### src/rtl/nco_pkg.sv
// nco_pkg: shared widths, requester indices and state encoding for the NCO frequency sequencer
//   RATE_W   - width of a requested rate in kHz
//   NCO_W    - width of the NCO control word
//   REQ_HOST - requester index of the host register interface
//   REQ_HOP  - requester index of the frequency-hop table
//   state_t  - sequencer states IDLE/RESTART/WAIT/CAPTURE/DONE
package nco_pkg;
    localparam int RATE_W = 16;
    localparam int NCO_W = 32;
    localparam logic REQ_HOST = 1'b0;
    localparam logic REQ_HOP = 1'b1;
    typedef enum logic [2:0] {
        IDLE    = 3'd0,
        RESTART = 3'd1,
        WAIT    = 3'd2,
        CAPTURE = 3'd3,
        DONE    = 3'd4
    } state_t;
endpackage

### src/rtl/nco_freq_sequencer_if.sv
// nco_freq_sequencer_if: requester handshakes, converter link and phase-accumulator load bundle
//   host_req/host_rate/host_ack - host 4-phase request, rate in kHz, acknowledge
//   hop_req/hop_rate/hop_ack    - hop-table 4-phase request, rate in kHz, acknowledge
//   conv_rate/conv_restart      - rate and restart pulse to the converter
//   conv_nco                    - converter NCO word output
//   nco_word/nco_load/nco_valid - captured word, one-cycle load strobe, sticky valid
//   err/busy/last_grant         - rejection flag, sequencer busy, last requester served
//   master: requester/converter side; slave: sequencer side
interface nco_freq_sequencer_if;
    import nco_pkg::*;
    logic              host_req;
    logic [RATE_W-1:0] host_rate;
    logic              host_ack;
    logic              hop_req;
    logic [RATE_W-1:0] hop_rate;
    logic              hop_ack;
    logic [RATE_W-1:0] conv_rate;
    logic              conv_restart;
    logic [NCO_W-1:0]  conv_nco;
    logic [NCO_W-1:0]  nco_word;
    logic              nco_load;
    logic              nco_valid;
    logic              err;
    logic              busy;
    logic              last_grant;
    modport master (
        output host_req, host_rate, hop_req, hop_rate, conv_nco,
        input  host_ack, hop_ack, conv_rate, conv_restart, nco_word, nco_load, nco_valid, err, busy, last_grant
    );
    modport slave (
        input  host_req, host_rate, hop_req, hop_rate, conv_nco,
        output host_ack, hop_ack, conv_rate, conv_restart, nco_word, nco_load, nco_valid, err, busy, last_grant
    );
endinterface

### src/rtl/nco_freq_sequencer_arb.sv
// rr_arb2: two-way round-robin arbiter remembering the last requester served
//   clk, rst   - clock, asynchronous active-low reset
//   req        - request vector indexed by REQ_HOST/REQ_HOP
//   update     - commit the current grant as last_grant
//   grant      - index of the requester that wins this cycle
//   last_grant - requester served most recently (resets to hop so host wins the first tie)
module rr_arb2 import nco_pkg::*; (
    input  logic       clk,
    input  logic       rst,
    input  logic [1:0] req,
    input  logic       update,
    output logic       grant,
    output logic       last_grant
);
    assign grant = &req ? ~last_grant : req[REQ_HOP];
    always_ff @(posedge clk or negedge rst) begin
        if (!rst) last_grant <= REQ_HOP;
        else if (update) last_grant <= grant;
    end
endmodule

### src/rtl/nco_freq_sequencer.sv
// nco_freq_sequencer: arbitrates host/hop rate requests, runs the kHz-to-NCO converter, loads the NCO word
//   clk, rst - clock, asynchronous active-low reset
//   bus      - slave side of nco_freq_sequencer_if (requests, converter link, NCO load outputs)
//   CONV_CYCLES  - cycles waited after restart before sampling conv_nco
//   MAX_RATE_KHZ - largest accepted rate; zero and larger rates are rejected
//   CNT_W        - wait counter width, must hold CONV_CYCLES-1
module nco_freq_sequencer import nco_pkg::*; #(
    parameter int                CONV_CYCLES  = 34,
    parameter logic [RATE_W-1:0] MAX_RATE_KHZ = 16'd60000,
    parameter int                CNT_W        = 6
) (
    input logic                 clk,
    input logic                 rst,
    nco_freq_sequencer_if.slave bus
);
    state_t            state, state_n;
    logic [CNT_W-1:0]  cnt, cnt_n;
    logic              sel, sel_n;
    logic [RATE_W-1:0] rate, rate_n;
    logic [NCO_W-1:0]  word, word_n;
    logic              restart, restart_n, load, load_n, valid, valid_n, err, err_n;
    logic              hack, hack_n, pack, pack_n, busy;
    logic              grant, last_grant, upd;
    logic [1:0]        req;
    logic [RATE_W-1:0] g_rate;
    logic              bad;
    assign req = {bus.hop_req, bus.host_req};
    assign g_rate = grant ? bus.hop_rate : bus.host_rate;
    assign bad = g_rate == '0 || g_rate > MAX_RATE_KHZ;
    rr_arb2 u_arb (
        .clk        (clk),
        .rst        (rst),
        .req        (req),
        .update     (upd),
        .grant      (grant),
        .last_grant (last_grant)
    );
    always_comb begin
        state_n = state;
        cnt_n = cnt;
        sel_n = sel;
        rate_n = rate;
        restart_n = 1'b0;
        word_n = word;
        load_n = 1'b0;
        valid_n = valid;
        err_n = err;
        hack_n = hack;
        pack_n = pack;
        upd = 1'b0;
        case (state)
            IDLE: if (|req) begin
                upd = 1'b1;
                sel_n = grant;
                if (bad) begin
                    err_n = 1'b1;
                    hack_n = grant == REQ_HOST;
                    pack_n = grant == REQ_HOP;
                    state_n = DONE;
                end else begin
                    rate_n = g_rate;
                    restart_n = 1'b1;
                    state_n = RESTART;
                end
            end
            RESTART: begin
                cnt_n = CNT_W'(CONV_CYCLES - 1);
                state_n = WAIT;
            end
            WAIT: begin
                cnt_n = cnt - 1'b1;
                if (cnt == '0) state_n = CAPTURE;
            end
            CAPTURE: begin
                word_n = bus.conv_nco;
                load_n = 1'b1;
                valid_n = 1'b1;
                err_n = 1'b0;
                hack_n = sel == REQ_HOST;
                pack_n = sel == REQ_HOP;
                state_n = DONE;
            end
            DONE: if (!req[sel]) begin
                hack_n = 1'b0;
                pack_n = 1'b0;
                err_n = 1'b0;
                state_n = IDLE;
            end
            default: state_n = IDLE;
        endcase
    end
    always_ff @(posedge clk or negedge rst) begin
        if (!rst) begin
            state <= IDLE;
            cnt <= '0;
            sel <= REQ_HOST;
            rate <= '0;
            restart <= 1'b0;
            word <= '0;
            load <= 1'b0;
            valid <= 1'b0;
            err <= 1'b0;
            hack <= 1'b0;
            pack <= 1'b0;
            busy <= 1'b0;
        end else begin
            state <= state_n;
            cnt <= cnt_n;
            sel <= sel_n;
            rate <= rate_n;
            restart <= restart_n;
            word <= word_n;
            load <= load_n;
            valid <= valid_n;
            err <= err_n;
            hack <= hack_n;
            pack <= pack_n;
            busy <= state_n != IDLE;
        end
    end
    assign bus.conv_rate = rate;
    assign bus.conv_restart = restart;
    assign bus.nco_word = word;
    assign bus.nco_load = load;
    assign bus.nco_valid = valid;
    assign bus.err = err;
    assign bus.host_ack = hack;
    assign bus.hop_ack = pack;
    assign bus.busy = busy;
    assign bus.last_grant = last_grant;
endmodule

### src/flat_wrapper.sv
// flat-port wrapper written by rule: the top's interface ports become plain ports
module nco_freq_sequencer_flat import nco_pkg::*;
#(
    parameter int                CONV_CYCLES  = 34,
    parameter logic [RATE_W-1:0] MAX_RATE_KHZ = 16'd60000,
    parameter int                CNT_W        = 6
)
  (clk, rst, bus_host_req, bus_host_rate, bus_hop_req, bus_hop_rate, bus_conv_nco, bus_host_ack, bus_hop_ack, bus_conv_rate, bus_conv_restart, bus_nco_word, bus_nco_load, bus_nco_valid, bus_err, bus_busy, bus_last_grant);
  nco_freq_sequencer_if bus_i ();
  input logic clk;
  input logic rst;
  input wire logic [$bits(bus_i.host_req)-1:0] bus_host_req;
  input wire logic [$bits(bus_i.host_rate)-1:0] bus_host_rate;
  input wire logic [$bits(bus_i.hop_req)-1:0] bus_hop_req;
  input wire logic [$bits(bus_i.hop_rate)-1:0] bus_hop_rate;
  input wire logic [$bits(bus_i.conv_nco)-1:0] bus_conv_nco;
  output wire logic [$bits(bus_i.host_ack)-1:0] bus_host_ack;
  output wire logic [$bits(bus_i.hop_ack)-1:0] bus_hop_ack;
  output wire logic [$bits(bus_i.conv_rate)-1:0] bus_conv_rate;
  output wire logic [$bits(bus_i.conv_restart)-1:0] bus_conv_restart;
  output wire logic [$bits(bus_i.nco_word)-1:0] bus_nco_word;
  output wire logic [$bits(bus_i.nco_load)-1:0] bus_nco_load;
  output wire logic [$bits(bus_i.nco_valid)-1:0] bus_nco_valid;
  output wire logic [$bits(bus_i.err)-1:0] bus_err;
  output wire logic [$bits(bus_i.busy)-1:0] bus_busy;
  output wire logic [$bits(bus_i.last_grant)-1:0] bus_last_grant;
  assign bus_i.host_req = bus_host_req;
  assign bus_i.host_rate = bus_host_rate;
  assign bus_i.hop_req = bus_hop_req;
  assign bus_i.hop_rate = bus_hop_rate;
  assign bus_i.conv_nco = bus_conv_nco;
  assign bus_host_ack = bus_i.host_ack;
  assign bus_hop_ack = bus_i.hop_ack;
  assign bus_conv_rate = bus_i.conv_rate;
  assign bus_conv_restart = bus_i.conv_restart;
  assign bus_nco_word = bus_i.nco_word;
  assign bus_nco_load = bus_i.nco_load;
  assign bus_nco_valid = bus_i.nco_valid;
  assign bus_err = bus_i.err;
  assign bus_busy = bus_i.busy;
  assign bus_last_grant = bus_i.last_grant;
  nco_freq_sequencer #(.CONV_CYCLES(CONV_CYCLES), .MAX_RATE_KHZ(MAX_RATE_KHZ), .CNT_W(CNT_W)) u_core (.clk(clk), .rst(rst), .bus(bus_i));
endmodule
### config.mk
export PLATFORM = sky130hd
export DESIGN_NAME = nco_freq_sequencer_flat
export DESIGN_NICKNAME = d
export VERILOG_FILES = /design/src/rtl/nco_pkg.sv /design/src/rtl/nco_freq_sequencer_if.sv /design/src/rtl/nco_freq_sequencer_arb.sv /design/src/rtl/nco_freq_sequencer.sv /design/src/flat_wrapper.sv
export SDC_FILE = /design/constraint.sdc
export NUM_CORES = 1
export LEC_CHECK = 0
export CAP_MARGIN = 20
export CORE_MARGIN = 2
export CORE_UTILIZATION = 25
export CTS_BUF_LIST = sky130_fd_sc_hd__clkbuf_8
export CTS_CLUSTER_DIAMETER = 120
export DETAILED_ROUTE_END_ITERATION = 10
export GPL_ROUTABILITY_DRIVEN = 0
export SKIP_LAST_GASP = 1
export SYNTH_ARGS = -nofsm -noshare
export SYNTH_HDL_FRONTEND = slang
export SYNTH_HIERARCHICAL = 1
export SYNTH_SLANG_ARGS = --single-unit
export TNS_END_PERCENT = 30
### constraint.sdc
create_clock -name clk -period 2.85 [get_ports clk]
set_input_delay 0.7125 -clock clk [delete_from_list [all_inputs] [get_ports clk]]
set_output_delay 0.7125 -clock clk [all_outputs]
set_load 0.01 [all_outputs]
==> run metrics <==
status finished clean; Clock Skews between 0.005 and 0.006 ns; area added between synthesis and finish 55.5%; largest net degree at the start of global routing 42; CTS max path bufs 2; most frequent cells in the layout clkdlybuf4s50_1, nand2_1, dfrtp_1; Fmax between 0.3 and 0.4 GHz; Period minus WS final roughly 2.8 ns; 1st-pass router iterations 4; WL/cell around 14 um; GR Overflow Total 0; final wirelength approximately 9000 um; synthesized cell area roughly 3200 um^2; Unique masters post-synth 43; Placed Cells roughly 630; max_cap viols 0; Cell Rows 41; Worst path slowest cell clkdlybuf4s50_1; # DRC 0; RSZ-0062 raised after global routing yes; CP Class primary input to flop; CTS Buf Count 9; max_slew headroom ~55%; Synth top area share ~50%; setup ws final 0.0777 ns; Hold Crit Class primary input to async pin; initial drt markers 81; H-tree Lvls 3; die area about 14000 um^2; CP cell instances clkdlybuf4s50_1 -> a21boi_2 -> buf_12 -> mux2_1 -> o21a_1 -> a211oi_2 -> and2_1 -> buf_4 -> mux2_4; Yosys Warn Count 6; Crit path largest cell delay about 0.47 ns; data required time of the worst path a little over 3 ns; Seq/Total Area, Yosys between 50% and 60%; syn_nets 400; placed cell area approximately 4700 um^2; CTS tree done; syn avg cell area 9.58 um^2; Worst Path Arrival approximately 3.0 ns; initial antenna violation count 0; Leak Pwr 2.17 nW; hold slack 0.410 ns; Gate Count Post-Synth roughly 330; total number of vias 2830; Buf/Inv on CP 3; share of post-route cells with drive strength above 1 around 16%; Final Cell Area approximately 5000 um^2; vias in the first global route 2943; Setup Total Neg Slack 0 ns; Setup crit start kind primary input; Max Slew Vio Count 0; uppermost layer routed met4; crit-path leading delay family buffers and inverters; Antenna Cells 0; Sink Count 66; top cells by area, synth dfrtp_1, nand2_1, mux2_2; number of flops mapped to enable cells by yosys 0; WL met2 about 4300 um; number of buffers added on ports roughly 120; Worst VDD drop 0.461 mV; Critical Path Fanout Max 20; Final Non-Filler Cells around 650; post-CTS setup buffers 0; GRT Total Usage 13.8%; met3 WL post-DR 797 um; part of the cycle the worst path needs between 90% and 100%; die extent in x roughly 120 um; Die Y between 100 and 150 um; Final #Nets around 540; Core ar. 12500 um^2; initial core utilization ~25%; ys flop type dfrtp_1; most common cell after layout, fill and taps aside clkdlybuf4s50_1; pre-CTS WS -0.294 ns; root buf cell clkbuf_8; hold buffer count at cts 0; clock-pin slew on the worst setup and hold paths about 0.07 ns; WL met1 3880 um; I/O pins 124; first-pass GRT wire length 14500 um; CP Capture Type flop; final setup violating endpoints 0; asr flop ratio synth between 90% and 100%; Clock Latency Late Sink 0.34 ns; Hold Fails Final Rpt 0; Yosys reg bits between 60 and 70; Gates resized, CTS repair 0; vias per inst 4.37; Power Density approximately 1000 nW/um^2; ANT nets after route 0; Post-DP HPWL about 6500 um; Slew @ Worst Pin roughly 0.67 ns; leading area contributor after synthesis dfrtp_1
## sequential cells by signal (all words and copies together) (netlist names)
name,flops
u_core/bus.conv_rate,16
u_core/bus.host_ack,1
u_core/bus.err,1
u_core/bus.nco_word,32
u_core/bus.hop_ack,1
u_core/bus.nco_valid,1
u_core/cnt,6
u_core/state,3
u_core/bus.busy,1
u_core/u_arb/last_grant,1
u_core/sel,1
u_core/bus.conv_restart,1
u_core/bus.nco_load,1
## final timing paths
| kind | startpoint | end | slack [ns] | cells after the start |
|---|---|---|---|---|
| setup / recovery | bus_hop_req | u_core/bus.conv_rate[15]$_DFFE_PN0P_ | 0.08 | 9 |
| hold / removal | rst | u_core/bus.conv_rate[15]$_DFFE_PN0P_ | 0.41 | 1 |
| setup reg to reg | u_core/u_arb/last_grant$_DFFE_PN1P_ | u_core/bus.conv_rate[15]$_DFFE_PN0P_ | 0.48 | 9 |
| hold reg to reg | u_core/bus.nco_word[31]$_DFFE_PN0P_ | u_core/bus.nco_word[31]$_DFFE_PN0P_ | 0.47 | 2 |
| max in group asynchronous | rst | u_core/u_arb/last_grant$_DFFE_PN1P_ | 1.73 | 2 |
| min in group clk | u_core/bus.nco_word[31]$_DFFE_PN0P_ | u_core/bus.nco_word[31]$_DFFE_PN0P_ | 0.47 | 2 |
## cells in the mapped netlist, types with 3 or more instances
master,count
nand2_1,112
dfrtp_1,65
mux2_2,20
nor2_1,17
a21oi_1,15
clkbuf_1,13
o21ai_0,12
mux2_4,9
inv_1,6
nor3_1,6
nand2b_1,5
nand3_1,4
nor4_1,4
o22ai_1,4
o21a_1,3
## kinds of logic (layout without fill, tap and decap cells)
group / Yosys count / after routing / share of synthesized area [%]
AND/OR/NAND/NOR: 159 / 159 / 21.4
flip-flops: 66 / 66 / 52.1
AO/OA/AOI/OAI: 48 / 48 / 9.79
multiplexers: 31 / 31 / 12.0
buffers and inverters: 25 / 169 / 3.99
adder cells (fa/ha/maj): 1 / 1 / 0.395
XOR/XNOR: 1 / 1 / 0.276
## per-layer routing
| layer | GRT usage, % | vias up |
|---|---|---|
| met4 | 4.31 | 0 |
| met3 | 5.03 | 7 |
| li1 | - | 1398 |
| met1 | 16.6 | 1319 |
| met2 | 23.0 | 106 |
| met5 | 0 | - |
## report_power, final
| group | leakage (nW) | switching, W | internal, W |
|---|---|---|---|
| sequential | 0.799 | 0.000337 | 0.00139 |
| combinational | 1.26 | 0.00102 | 0.00132 |
| clock | 0.113 | 0.000367 | 0.000511 |
## metrics by stage
step | utilization, % | power, W
floorplan | - | 0.00292
global placement | 37.6 | 0.00405
detailed placement | 37.6 | 0.00410
CTS | 39.3 | 0.00502
global route | 39.4 | 0.00534
finish | 39.4 | 0.00495
## area by class of cell
| cell class | instances | area (um^2) |
|---|---|---|
| repair buffers | 145 | 1420 |
| fillers | 1267 | 7590 |
| flip-flops and latches | 66 | 1650 |
| well taps | 172 | 215 |
| clock buffers | 10 | 138 |
| clock inverters | 6 | 81.3 |
| multi-input cells | 240 | 1400 |
| inverters | 8 | 30.0 |
(Power assumes the default switching activity.)
